File: config.mk
export PLATFORM = sky130hd
export DESIGN_NAME = operand2_seq_shifter
export DESIGN_NICKNAME = d
export VERILOG_FILES = /design/src/rtl/operand2_seq_shifter.sv
export SDC_FILE = /design/constraint.sdc
export NUM_CORES = 1
export LEC_CHECK = 0
export ABC_CLOCK_PERIOD_IN_PS = 2000
export CAP_MARGIN = 40
export CORE_ASPECT_RATIO = 0.7
export CORE_MARGIN = 10
export CORE_UTILIZATION = 45
export CTS_CLUSTER_DIAMETER = 150
export DETAILED_ROUTE_END_ITERATION = 12
export PLACE_DENSITY_LB_ADDON = 0.2
export SYNTH_ARGS = -nofsm -noshare
export SYNTH_HDL_FRONTEND = slang
export SYNTH_SLANG_ARGS = --single-unit
File: constraint.sdc
create_clock -name clk -period 2 [get_ports clk]
set_input_delay 0.4 -clock clk [delete_from_list [all_inputs] [get_ports clk]]
set_output_delay 0.4 -clock clk [all_outputs]
set_load 0.03 [all_outputs]
File: src/rtl/operand2_seq_shifter.sv
// rtl/operand2_seq_shifter.sv - multi-cycle register-specified operand-2 shifter, one bit per cycle
module operand2_seq_shifter #(
    parameter int WIDTH = 32
) (
    input  logic             clk,
    input  logic             reset,
    input  logic             start,
    input  logic [1:0]       sh,
    input  logic [7:0]       amount,
    input  logic [WIDTH-1:0] src,
    input  logic             carry_in,
    output logic [WIDTH-1:0] result,
    output logic             carry_out,
    output logic             done,
    output logic             busy
);
    localparam int CW = $clog2(WIDTH + 2);
    localparam logic [1:0] SH_LSL = 2'b00;
    localparam logic [1:0] SH_LSR = 2'b01;
    localparam logic [1:0] SH_ASR = 2'b10;
    localparam logic [1:0] SH_ROR = 2'b11;
    localparam logic [7:0] MAX_STEPS = 8'(WIDTH + 1);
    localparam logic [7:0] ROR_MASK  = 8'(WIDTH - 1);
    localparam logic [CW-1:0] CNT_ONE = 1;

    typedef enum logic [1:0] {IDLE, SHIFT, DONE} state_t;

    state_t           state, state_nxt;
    logic [WIDTH-1:0] res_q, res_nxt;
    logic             c_q, c_nxt;
    logic [1:0]       sh_q, sh_nxt;
    logic [CW-1:0]    cnt_q, cnt_nxt;
    logic [7:0]       steps;
    logic [CW-1:0]    n;

    // WIDTH+1 steps already flush everything out, so larger amounts are clamped
    assign steps = (sh == SH_ROR) ? (amount & ROR_MASK)
                 : ((amount > MAX_STEPS) ? MAX_STEPS : amount);
    assign n = CW'(steps);

    always_ff @(posedge clk) begin
        if (reset) begin
            state <= IDLE;
            res_q <= '0;
            c_q   <= 1'b0;
            sh_q  <= SH_LSL;
            cnt_q <= '0;
        end else begin
            state <= state_nxt;
            res_q <= res_nxt;
            c_q   <= c_nxt;
            sh_q  <= sh_nxt;
            cnt_q <= cnt_nxt;
        end
    end

    always_comb begin
        state_nxt = state;
        res_nxt   = res_q;
        c_nxt     = c_q;
        sh_nxt    = sh_q;
        cnt_nxt   = cnt_q;
        case (state)
            IDLE, DONE: begin
                if (start) begin
                    res_nxt = src;
                    sh_nxt  = sh;
                    c_nxt   = carry_in;
                    cnt_nxt = n;
                    // ROR by a nonzero multiple of WIDTH: no movement, carry is the MSB
                    if (sh == SH_ROR && amount != 8'd0 && n == '0)
                        c_nxt = src[WIDTH-1];
                    state_nxt = (n == '0) ? DONE : SHIFT;
                end else if (state == DONE) begin
                    state_nxt = IDLE;
                end
            end
            SHIFT: begin
                case (sh_q)
                    SH_LSL: begin
                        c_nxt   = res_q[WIDTH-1];
                        res_nxt = {res_q[WIDTH-2:0], 1'b0};
                    end
                    SH_LSR: begin
                        c_nxt   = res_q[0];
                        res_nxt = {1'b0, res_q[WIDTH-1:1]};
                    end
                    SH_ASR: begin
                        c_nxt   = res_q[0];
                        res_nxt = {res_q[WIDTH-1], res_q[WIDTH-1:1]};
                    end
                    default: begin
                        c_nxt   = res_q[0];
                        res_nxt = {res_q[0], res_q[WIDTH-1:1]};
                    end
                endcase
                cnt_nxt = cnt_q - CNT_ONE;
                if (cnt_q == CNT_ONE)
                    state_nxt = DONE;
            end
            default: state_nxt = IDLE;
        endcase
    end

    assign result    = res_q;
    assign carry_out = c_q;
    assign done      = (state == DONE);
    assign busy      = (state == SHIFT);
endmodule
==> flow_summary_export.csv <==
group,metric,value,unit
run_status,status,"finished clean",
place,port-buffer-count,80,
synth,synth-async-reset-ratio,0,%
final_layout,fill_cells,427,
final_layout,multi_input_area,0.001374,mm^2
run,cap_violations,0,
synth,ys_warn_count,0,
route,wl,6.988,mm
floorplan,die_x,106.3,um
sta,finalSetupTns,0,ps
sta,worst_pin_slew,636.9,ps
min_path,hold_depth,2,
setup_path,r2r_start,"state[0]",
setup_path,crit_path_max_fanout,3,
synth,synth-edff-count,0,
sta,slew-limit-headroom,57.54,%
clock_network,cts_buffer_depth,2,
global_routing,grt_first_pass_wirelength,11.34,mm
synth,synth_xor_area_share,0,%
synth,synthMuxAreaShare,0.9062,%
sta,whs,503.9,ps
power_and_ir_drop,p_switching,876.4,uW
sta,rsz0062_at_grt,"false",
floorplan,rows,21,
synth,synth.avg_cell_area,7.930,um^2
final_layout,num-nets-final,414,
floorplan,coreArea,0.004913,mm^2
route,vias,2409,
power_and_ir_drop,p_int,1622,uW
clock_network,cts_setup_buffers,0,
setup_path,arrival,2030,ps
clock_network,cts_sinks,43,
clock_network,clock-root-buffer,"clkbuf_8",
synth,synth_top_family_by_area,"compound AO/OA/AOI/OAI gates",
final_layout,seqCellArea,860.8,um^2
route,wl_per_cell,16.06,um
power_and_ir_drop,clkPwrFrac,22.6,%
clock_network,clock_latency,290,ps
global_routing,antenna_found_initial,0,
power_and_ir_drop,p_leak,0.001133,uW
synth,ys_seq_elements,43,
sta,finalMaxSlewViolations,0,
global_routing,grt.overflow.total,0,
global_routing,track_usage,15.87,%
final_layout,diodes,0,
final_layout,post_route_cells_drive_above_1_share,7.104,%
min_path,hold_class,"flop to flop",
synth,synthFlopType,"dfxtp_1",
global_routing,first_global_vias,2243,
setup_path,endpoint_kind,"flop",
clock_network,cts_tree,"built",
synth,synth_nets,344,
final_layout,final_common_cell,"clkdlybuf4s50_1",
floorplan,die_area,0.008551,mm^2
setup_path,startpoint_type,"input port",
power_and_ir_drop,p_seq_share,42.4,%
setup_path,worstSetupStartpoint,"amount[4]",
synth,seq_area_frac_synth,36.67,%
floorplan,num_io_pins,81,
setup_path,required,2150,ps
final_layout,areaGrowthSynthToFinish,41.68,%
route,firstDrtPassIters,4,
synth,synth-compound-area-share,29.21,%
global_routing,grt_max_degree,67,
power_and_ir_drop,power_frac_comb,35.1,%
setup_path,critPathKind,"input port to flop",
power_and_ir_drop,switching_share,35.08,%
sta,setup_viol,0,
power_and_ir_drop,ir_worst_vdd,336.4,uV
synth,synth-simple-area-share,26.60,%
sta,finalCritPeriodShare,94.08,%
final_layout,mostFrequentLayoutCells,"79 x clkdlybuf4s50_1, 72 x nand2_1, 43 x dfxtp_1, 33 x a211oi_1, 32 x nor2b_1",
place,dp_hpwl,5.020,mm
floorplan,start_util,47.77,%
route,drt_iter0_markers,115,
synth,synth_area,0.002347,mm^2
min_path,hp-start,"cnt_q[4]",
clock_network,ctsHoldBuffers,0,
route,ant_nets,0,
place,gp_congestion,0.8283,
synth,synthCells,296,
route,post-route-drc-count,0,
sta,hold_violations,0,
synth,synthAdderAreaFrac,1.066,%
sta,finalCriticalPeriod,1882,ps
clock_network,htreeDepth,2,
sta,fmax,531.5,MHz
sta,finClkSkew,3.419,ps
setup_path,worstRegToRegCells,5,
clock_network,clkSlewWorstSetupHoldPaths,80,ps
floorplan,chipHeight,80.43,um
clock_network,cts_buffers,5,
synth,synth_cell_type_count,35,
power_and_ir_drop,p_per_area,751.3,mW/mm^2
route,via_per_inst,5.538,
clock_network,cts_repair_resize_count,0,
final timing paths:
kind	endpoint	slack (ps)
setup / recovery	cnt_q[0]	120
hold / removal	cnt_q[4]	500
setup reg to reg	cnt_q[3]	380
hold reg to reg	cnt_q[4]	500
cell usage after synthesis, types with 2 or more instances:
cell,count,area [um^2]
buf_4,3,22.52
nor2b_1,33,206.5
a221oi_1,2,17.52
o211ai_1,2,15.01
a21oi_1,11,55.05
buf_2,2,10.01
or3_1,4,25.02
nor3_1,3,15.01
a311oi_1,30,262.8
nor2_1,10,37.54
ha_1,2,25.02
dfxtp_1,43,860.8
a211oi_1,33,247.7
nand2_1,72,270.3
inv_1,3,11.26
clkbuf_1,18,67.56
buf_1,5,18.77
nand2b_1,3,18.77
flip-flops by register name, summed over array words and instances (netlist names):
register   flops
result        32
carry_out      1
cnt_q          6
sh_q           2
state          2
kinds of logic (layout without fill, tap and decap cells):
| group | Yosys count | count (layout) |
|---|---|---|
| mux | 2 | 2 |
| buf+inv | 31 | 101 |
| simple gates | 130 | 130 |
| fa+ha+maj | 2 | 2 |
| flops | 43 | 43 |
| compound gates | 88 | 88 |
per-layer routing:
layer	vias to the layer above	global-route usage, %	wire [um]
li1	1220	-	-
met1	1115	21.71	3363
met2	69	23.65	3069
met3	5	5.582	516
met4	0	2.830	38
met5	-	0	0
final cells by class:
class	count	share of cell area (%)
Sequential cell	43	25.88
Clock buffer	6	2.483
Multi-Input combinational cell	222	41.31
Tap cell	69	2.596
Timing Repair Buffer	91	27.24
Inverter	3	0.3386
Clock inverter	1	0.1505
per-stage QoR:
step	instance area [um^2]	utilization [%]	std cells	total power, uW	setup slack (ps)
global route	3326	67.69	435	2630	52.24
detailed placement	3238	65.90	428	1955	-203.0
global placement	3238	65.90	428	1945	-165.4
finish	3326	67.69	435	2499	118.4
CTS	3326	67.69	435	2512	107.7
floorplan	2347	-	296	1583	294.5
power groups by stage:
stage,Sequential [uW],Combinational (uW),Clock [uW]
after floorplan,1210,378,0
after global placement,1080,869,0
after detailed placement,1080,879,0
after CTS,1060,883,571
after global routing,1080,948,606
final,1060,876,564
worst max-delay path: stages:
cell	delay, ps
clkdlybuf4s50_1	420
or4_4	570
or3_1	320
a211oi_1	230
a2111oi_0	90
Note: power is estimated with default switching activity, not from simulation.
